## src/rtl/vec_exec_pkg.sv

```systemverilog
// Shared definitions for the vector execute stage: opcodes, FSM states,
// default geometry and opcode classification helpers.
package vec_exec_pkg;

  localparam int LANE_W_DEF          = 16;
  localparam int NUM_LANES_DEF       = 16;
  localparam int LANES_PER_CYCLE_DEF = 4;

  // Opcode encoding shared with the operand picker
  localparam logic [3:0] OP_VADD = 4'b0000;
  localparam logic [3:0] OP_VDOT = 4'b0001;
  localparam logic [3:0] OP_SMUL = 4'b0010;
  localparam logic [3:0] OP_SST  = 4'b0011;
  localparam logic [3:0] OP_VLD  = 4'b0100;
  localparam logic [3:0] OP_VST  = 4'b0101;
  localparam logic [3:0] OP_SLL  = 4'b0110;
  localparam logic [3:0] OP_SLH  = 4'b0111;
  localparam logic [3:0] OP_NOP  = 4'b1111;

  // Lane ALU operation select
  localparam logic ALU_ADD = 1'b0;
  localparam logic ALU_MUL = 1'b1;

  typedef enum logic [1:0] {
    ST_IDLE = 2'd0,
    ST_RUN  = 2'd1,
    ST_DONE = 2'd2
  } state_t;

  // Multi-cycle ops that walk the lanes
  function automatic logic is_vector_op(input logic [3:0] f);
    return (f == OP_VADD) || (f == OP_VDOT) || (f == OP_SMUL);
  endfunction

  // Everything this stage knows how to execute; SST and 1000-1110 are not
  function automatic logic is_legal_op(input logic [3:0] f);
    return is_vector_op(f) || (f == OP_VLD) || (f == OP_VST) ||
           (f == OP_SLL) || (f == OP_SLH) || (f == OP_NOP);
  endfunction

endpackage

```

## src/rtl/vec_lane_alu.sv

```systemverilog
// One combinational lane: add or multiply, truncated to the lane width.
module vec_lane_alu
  import vec_exec_pkg::*;
#(
  parameter int LANE_W = LANE_W_DEF
) (
  input  logic signed [LANE_W-1:0] a,
  input  logic signed [LANE_W-1:0] b,
  input  logic                     sel,
  output logic signed [LANE_W-1:0] y
);

  // Two's complement add or low half of the product
  always_comb begin
    y = (sel == ALU_MUL) ? a * b : a + b;
  end

endmodule

```

## src/rtl/vector_exec_unit.sv

```systemverilog
// Vector execute stage: multi-cycle lane-group walk for VADD/VDOT/SMUL,
// single-cycle scalar ops, start/busy/done handshake toward control.
module vector_exec_unit
  import vec_exec_pkg::*;
#(
  parameter int LANE_W          = LANE_W_DEF,
  parameter int NUM_LANES       = NUM_LANES_DEF,
  parameter int LANES_PER_CYCLE = LANES_PER_CYCLE_DEF
) (
  input  logic                          clk,
  input  logic                          rst_n,
  input  logic                          start,
  input  logic [3:0]                    functype,
  input  logic [NUM_LANES*LANE_W-1:0]   op1,
  input  logic [NUM_LANES*LANE_W-1:0]   op2,
  output logic                          busy,
  output logic                          done,
  output logic [NUM_LANES*LANE_W-1:0]   result,
  output logic                          illegal
);

  localparam int VEC_W  = NUM_LANES * LANE_W;
  localparam int N      = NUM_LANES / LANES_PER_CYCLE;
  localparam int CNT_W  = (N > 1) ? $clog2(N) : 1;
  localparam int HALF_W = LANE_W / 2;
  localparam logic [CNT_W-1:0] CNT_LAST = CNT_W'(N - 1);

  state_t                   state;
  logic [CNT_W-1:0]         cnt;
  logic [3:0]               func_q;
  logic [VEC_W-1:0]         op1_q;
  logic [VEC_W-1:0]         op2_q;
  logic signed [LANE_W-1:0] acc;

  logic signed [LANE_W-1:0] lane_a [LANES_PER_CYCLE];
  logic signed [LANE_W-1:0] lane_b [LANES_PER_CYCLE];
  logic signed [LANE_W-1:0] lane_y [LANES_PER_CYCLE];
  logic                     lane_sel;
  logic signed [LANE_W-1:0] group_sum;
  logic signed [LANE_W-1:0] acc_next;
  logic [VEC_W-1:0]         result_run;
  logic [LANE_W-1:0]        scalar_res;
  logic                     accept;

  assign busy   = (state == ST_RUN);
  assign done   = (state == ST_DONE);
  assign accept = start && (state != ST_RUN);

  // Lane-select muxes: pick the current lane group from the latched operands
  always_comb begin
    lane_sel = (func_q == OP_VADD) ? ALU_ADD : ALU_MUL;
    for (int j = 0; j < LANES_PER_CYCLE; j++) begin
      lane_a[j] = (func_q == OP_SMUL) ? op1_q[LANE_W-1:0]
                : op1_q[(int'(cnt) * LANES_PER_CYCLE + j) * LANE_W +: LANE_W];
      lane_b[j] = op2_q[(int'(cnt) * LANES_PER_CYCLE + j) * LANE_W +: LANE_W];
    end
  end

  for (genvar g = 0; g < LANES_PER_CYCLE; g++) begin : g_lane
    vec_lane_alu #(.LANE_W(LANE_W)) u_alu (
      .a   (lane_a[g]),
      .b   (lane_b[g]),
      .sel (lane_sel),
      .y   (lane_y[g])
    );
  end

  // Merge lane outputs: write-back image for element-wise ops, partial sum for VDOT
  always_comb begin
    group_sum  = '0;
    result_run = result;
    for (int j = 0; j < LANES_PER_CYCLE; j++) begin
      group_sum = group_sum + lane_y[j];
      result_run[(int'(cnt) * LANES_PER_CYCLE + j) * LANE_W +: LANE_W] = lane_y[j];
    end
    acc_next = acc + group_sum;
  end

  // Single-cycle scalar results, computed from the incoming operands at accept
  always_comb begin
    scalar_res = '0;
    case (functype)
      OP_VLD, OP_VST: scalar_res = op1[LANE_W-1:0] + op2[LANE_W-1:0];
      OP_SLL:         scalar_res = {op1[LANE_W-1:HALF_W], op2[HALF_W-1:0]};
      OP_SLH:         scalar_res = {op2[HALF_W-1:0], op1[HALF_W-1:0]};
      default:        scalar_res = '0;
    endcase
  end

  // Control FSM with lane counter, VDOT accumulator and result register
  always_ff @(posedge clk) begin
    if (!rst_n) begin
      state   <= ST_IDLE;
      cnt     <= '0;
      acc     <= '0;
      result  <= '0;
      illegal <= 1'b0;
    end else begin
      case (state)
        ST_IDLE, ST_DONE: begin
          if (accept) begin
            func_q  <= functype;
            op1_q   <= op1;
            op2_q   <= op2;
            illegal <= 1'b0;
            if (is_vector_op(functype)) begin
              state <= ST_RUN;
              cnt   <= '0;
              acc   <= '0;
            end else begin
              state   <= ST_DONE;
              result  <= {{(VEC_W-LANE_W){1'b0}}, scalar_res};
              illegal <= !is_legal_op(functype);
            end
          end else begin
            state   <= ST_IDLE;
            illegal <= 1'b0;
          end
        end
        ST_RUN: begin
          cnt <= cnt + 1'b1;
          if (func_q == OP_VDOT) acc <= acc_next;
          else                   result <= result_run;
          if (cnt == CNT_LAST) begin
            state <= ST_DONE;
            if (func_q == OP_VDOT) result <= {{(VEC_W-LANE_W){1'b0}}, acc_next};
          end
        end
        default: state <= ST_IDLE;
      endcase
    end
  end

endmodule

```

## config.mk

```make
export PLATFORM = sky130hd
export DESIGN_NAME = vector_exec_unit
export DESIGN_NICKNAME = d
export VERILOG_FILES = /design/src/rtl/vec_exec_pkg.sv /design/src/rtl/vec_lane_alu.sv /design/src/rtl/vector_exec_unit.sv
export SDC_FILE = /design/constraint.sdc
export NUM_CORES = 2
export LEC_CHECK = 0
export CELL_PAD_IN_SITES_DETAIL_PLACEMENT = 1
export CELL_PAD_IN_SITES_GLOBAL_PLACEMENT = 2
export CORE_MARGIN = 4
export CORE_UTILIZATION = 33
export DETAILED_ROUTE_END_ITERATION = 10
export MAX_ROUTING_LAYER = met4
export PLACE_DENSITY_LB_ADDON = 0.1
export SLEW_MARGIN = 20
export SYNTH_ARGS = -nofsm -noshare
export SYNTH_HDL_FRONTEND = slang
export SYNTH_HIERARCHICAL = 1
export SYNTH_SLANG_ARGS = --single-unit
```

## constraint.sdc

```tcl
create_clock -name clk -period 19.04 [get_ports clk]
set_input_delay 5.712 -clock clk [delete_from_list [all_inputs] [get_ports clk]]
set_output_delay 5.712 -clock clk [all_outputs]
set_load 0.005 [all_outputs]
```

After elaboration in Yosys (flattened, before gate mapping)
Index checks and enable logic that the tools add are counted.
{"block": "op_classes", "n_addsub": 17, "mul": 4, "eq_ne": 18, "shifts": 16, "mux": 32, "n_reduce_logical": 19}
{"operator": "variable part select 256 x 32 -> 16 bit", "n": 6}
{"operator": "two-way mux 256 bit", "n": 5}
{"operator": "bitwise mux 256 bit", "n": 4}
{"operator": "variable shift 16 x 33 -> 256 bit, first input constant", "n": 4}
{"operator": "variable part select 16 x 33 -> 256 bit", "n": 4}
{"operator": "case mux 256 bit (2 select lines)", "n": 1}
{"operator": "variable part select 256 x 9 -> 16 bit", "n": 2}
{"operator": "two-way mux 16 bit", "n": 11}
{"operator": "adder 16 bit", "n": 9}
{"operator": "negation 9 -> 33 bit", "n": 3}
{"operator": "multiplier 16 x 16 -> 16 bit", "n": 4}
{"operator": "case mux 16 bit (3 select lines)", "n": 1}
{"operator": "negation 8 -> 33 bit", "n": 1}
{"operator": "case mux 16 bit (2 select lines)", "n": 1}
{"operator": "equality test 4 x 3 -> 1 bit, second input constant", "n": 4}
{"operator": "adder 4 x 2 -> 5 bit, second input constant", "n": 2}
{"operator": "two-way mux 2 bit", "n": 5}
{"operator": "AND reduction 3 bit", "n": 3}
{"operator": "equality test 4 x 1 -> 1 bit, second input constant", "n": 2}
{"operator": "equality test 4 x 2 -> 1 bit, second input constant", "n": 2}
{"operator": "zero test 4 bit", "n": 2}
{"operator": "case mux 2 bit (2 select lines)", "n": 2}
{"operator": "logical OR 1 bit", "n": 7}
{"operator": "inequality test 2 x 1 -> 1 bit, second input constant", "n": 3}
{"operator": "other kinds (13)", "n": 18}
{"block": "word_totals", "reg_bits": 793, "wordCells": 114}

Depth between registers and ports, before layout
{"block": "logic_depth", "word_depth": 13, "ltp_mapped": 43, "depth_no_buf": 38}

By module
The synthesis kept the hierarchy.
{"mod": "vector_exec_unit", "instances": 1, "cells_each": 2522, "area_each_um2": 32976.6, "seq_area_each_um2": 21040.2}
{"mod": "vec_lane_alu (g_lane[1].u_alu ...)", "instances": 2, "cells_each": 606, "area_each_um2": 4937.2, "seq_area_each_um2": 0.0}
{"mod": "vec_lane_alu (g_lane[0].u_alu)", "instances": 1, "cells_each": 606, "area_each_um2": 4902.2, "seq_area_each_um2": 0.0}
{"mod": "vec_lane_alu (g_lane[3].u_alu)", "instances": 1, "cells_each": 601, "area_each_um2": 4887.2, "seq_area_each_um2": 0.0}

Worst setup path before layout
No wires, ideal clock.
{"block": "synth_path", "path_type": "input-to-reg", "startpoint": "input port rst_n", "endpoint": "register func_q[0], enable pin", "setup_time_ps": 945, "arrival_time_ps": 18102, "required_time_ps": 18095, "path_slack_ps": -7, "cell_stages": 4, "n_path_buf": 3, "path_cell_list": "clkbuf_1 clkbuf_1 clkbuf_1 and2_1"}
{"block": "synth_via", "elab_chain_cells": 1}
{"element": "start: declaration", "line": "vector_exec_unit.sv:11", "source": "input logic rst_n,"}
{"element": "AND reduction 3 bit (no line)"}
{"element": "end signal: assignment", "line": "vector_exec_unit.sv:102", "source": "func_q <= functype;"}
{"element": "end: declaration", "line": "vector_exec_unit.sv:30", "source": "logic [3:0] func_q;"}
No other way between the ends.
A chain may end at the register's enable or synchronous reset.

==> results.txt <==
- Of the cells placed in the final design, the portion with a size suffix greater than 1 is 0.0760.
- In this run the worst path has a maximum fanout of 37.
- The initial utilization of the core area, before any placement, comes to 0.332.
- The first TritonRoute pass finished after 5 iterations.
- By count the netlist is led by 738 x inv_1, 591 x nand2_1, 516 x edfxtp_1, 365 x fa_1, 341 x ha_1.
- Of all cell types, the one taking the most synthesized area is edfxtp_1.
- The path class of the tightest hold or removal check is flop to flop.
- Entering global routing, the biggest net connects 193 pins.
* Sum of overflow across all layers after global routing: 0
- The tool flagged a number of max-cap violations equal to 0.
- Cell depth of the worst flop-to-flop path: 39
- Worst Hold Depth: 2
* Total die area: 166000 sq um
* Final period demand of the worst path: 11.61 ns
- By area the synthesized netlist is led by edfxtp_1 29%, fa_1 14%, dfxtp_1 11%.
- The cell area that synthesis handed to floorplanning was 52600 sq um.
- Number of hold-repair buffers added at the cts stage: 0
* Arrival time of data at the critical path endpoint: 12.20 ns
- Dominant synthesized flop cell: edfxtp_1
* Total wirelength of the detailed-routed design: 216000 microns
* Critical path start-end classification: flop to flop
- Routability-driven placement finished with a final weighted congestion of 0.872.
* X dimension of the die: 407 microns
- Across all hold checks on the routed design, the worst slack comes to 0.451 ns.
* Startpoint kind of the worst setup timing path: flop
- Setup repair after global routing left no endpoint under its margin.
- Count of buffers from port buffering: 777
- Clock H-tree levels: 3
- Final worst-path cycle share: 0.610
- Post-synth EDFFs: 516
- Number of clock sinks: 793
- The startpoint identified for the worst hold timing path is result[143]$_SDFFE_PN0P_.
- Summed over all failing endpoints, the final setup total negative slack is 0 ns.
- The initial antenna violation count was 22.
- A synthesized cell averages 10.7 sq um.
- Setup slack, reg-to-reg: 7.43 ns
* Floorplan die height: 407 microns
- Overall track demand over capacity in global routing: 0.264
- Area fraction of the dominant cell type after synthesis: 0.294
- Dividing the detail-routed wire length by the instance count gives 27.4 microns.
- Via count of the first global-routing pass: 42900
- Clock tree buffer depth: 3
* Worst-Margin Slew: 1.12 ns
- The number of setup buffers added after CTS is 0.
* Drt via density: 5.10
- Drc violations: 0
- The clock reaches the later pin of the worst-skew pair after 0.74 ns.
* Highest Clock Rate: 0.0861 GHz
- Layout Nets: 6956
* Hold Crit Endpoint: result[143]$_SDFFE_PN0P_
- Gates resized during post-CTS repair numbered 0.
- Setup crit end kind: flop
* Antenna-violating nets left: 0
* Layout area overhead: 25.8%
* CTS tree: built
- Reg2reg end: result[15]$_SDFFE_PN0P_
- In this run, CTS created clock tree buffers numbering 93.
- Proportion of synthesized chip area in sequential cells: 0.400
- In this design, the stage delay of the slowest critical-path cell is 0.71 ns.
- The core region is 158000 sq um.
- Pins Over Slew Limit: 0
- Worst Clk Skew: 0.0633 ns
* Finish-stage setup viols: 0
- Cell type of the slowest stage on the worst timing path: dfxtp_4
* Reg2Reg Launch Point: cnt[1]$_SDFFE_PN0P_
- CTS placed an instance of clkbuf_16 at the clock tree root.
- In this run, distinct cell masters in the synthesized netlist total 80.
- Syn_nets: 6166
* Num rows: 146
* Clock transition at the registers of the reported paths: 0.06 ns
- Gate count of the mapped netlist: 4941
- Worst endpoint required time: 19.63 ns
- Max-slew headroom: 0.248
- Cell occurring most often along the worst timing path: inv_1
- Status: finished, final reports clean
- Counting flops and latches in the post-synthesis netlist gives 793.
* HPWL Detailed: 166000 microns
* Hold Violations, Final: 0
- The routed layout has 40300 vias.
- First-pass GRT wire length: 313000 microns
- Among all cell types in the netlist, the one instantiated most often is inv_1.
- Share of async-settable or async-resettable flops after synthesis: 0
* Number of DRC markers after the initial detailed-route iteration: 2625
- Number of ports placed on the die boundary: 778
- Warnings from Yosys: 6
[routing by layer]
| layer | vias to the layer above | global-route usage | routed length, microns |
|---|---|---|---|
| met5 | - | - | 0 |
| met4 | 0 | 0.0567 | 4860 |
| met3 | 187 | 0.0501 | 11600 |
| met2 | 931 | 0.428 | 103000 |
| met1 | 20900 | 0.347 | 96500 |
| li1 | 18200 | - | - |
[state kept, by name (all words and copies together) (netlist names)]
signal and flops:
acc 16, cnt 2, func_q 4, illegal 1, op1_q 256, op2_q 256
result 256, state 2
[critical path: cells and delay by family, from the launching register on]
| kind | cells | cell delay, ns |
|---|---|---|
| muxes | 2 | 0.98 |
| DFF | 1 | 0.71 |
| AOI/OAI and AO/OA | 8 | 1.47 |
| and+or+nand+nor | 4 | 1.01 |
| xor gates and xnor gates | 1 | 0.09 |
| adders and majority gates | 12 | 5.01 |
| buffers and inverters | 12 | 2.03 |
[through the flow]
stage | util | area [sq um] | cells | worst slack (ns)
floorplan | - | 52600 | 4941 | 5.77
global placement | 0.399 | 63200 | 7707 | 7.59
detailed placement | 0.399 | 63200 | 7707 | 7.41
CTS | 0.418 | 66200 | 7877 | 7.34
global route | 0.418 | 66200 | 7887 | 6.70
finish | 0.418 | 66200 | 7894 | 7.43
[cell usage in the layout, fill, tap and decap left out, types with 15 or more instances in the layout]
cell type	netlist	final
clkdlybuf4s50_1	0	776
inv_1	738	738
nand2_1	591	588
edfxtp_1	516	516
fa_1	365	365
ha_1	341	341
a21oi_1	289	287
dfxtp_1	277	275
and2_1	240	236
nand3_1	213	213
xnor2_1	156	156
o21ai_0	164	135
buf_4	1	129
mux4_2	128	128
clkbuf_16	0	94
nor2b_1	77	77
nor2_1	75	72
xor2_1	67	67
o21ai_1	42	66
a22oi_1	61	61
a21o_1	37	37
clkbuf_1	132	33
nor3_1	32	32
mux2i_1	30	29
a211oi_1	26	26
a31oi_1	26	26
o21a_1	24	24
nand2b_1	23	23
o211ai_1	19	19
o21bai_1	19	19
diode_2	0	16
clkinv_1	0	15
[logic make-up after synthesis]
kind of cell | Yosys count | share of synthesized area
fa+ha+maj | 706 | 0.220
flops | 793 | 0.400
simple gates | 1315 | 0.120
xor+xnor | 233 | 0.0407
mux | 165 | 0.0620
buf+inv | 955 | 0.0698
compound gates | 774 | 0.0879
[worst max path at each step]
| stage | startpoint | to | slack (ns) | cells after the start |
|---|---|---|---|---|
| floorplan | rst_n | func_q[0]$_DFFE_PP_ | 5.77 | 4 |
| global placement | cnt[1]$_SDFFE_PN0P_ | result[15]$_SDFFE_PN0P_ | 7.59 | 39 |
| detailed placement | cnt[1]$_SDFFE_PN0P_ | result[15]$_SDFFE_PN0P_ | 7.41 | 39 |
| CTS | cnt[1]$_SDFFE_PN0P_ | result[15]$_SDFFE_PN0P_ | 7.34 | 39 |
| global route | cnt[1]$_SDFFE_PN0P_ | acc[15]$_SDFFE_PN0P_ | 6.70 | 39 |
| finish | cnt[1]$_SDFFE_PN0P_ | result[15]$_SDFFE_PN0P_ | 7.43 | 39 |
[layout make-up]
type,count,area [sq um]
Clock inverter,37,382
Tap cell,2072,2590
Inverter,741,2780
Antenna cell,16,40.0
Timing Repair Buffer,909,8810
Sequential cell,793,21000
Multi-Input combinational cell,3193,28000
Clock buffer,133,2560
Fill cell,17200,92100
Power is left out: the tool's default activity adds up to more than one toggle a clock period on the data nets, which glitch-free logic cannot reach.
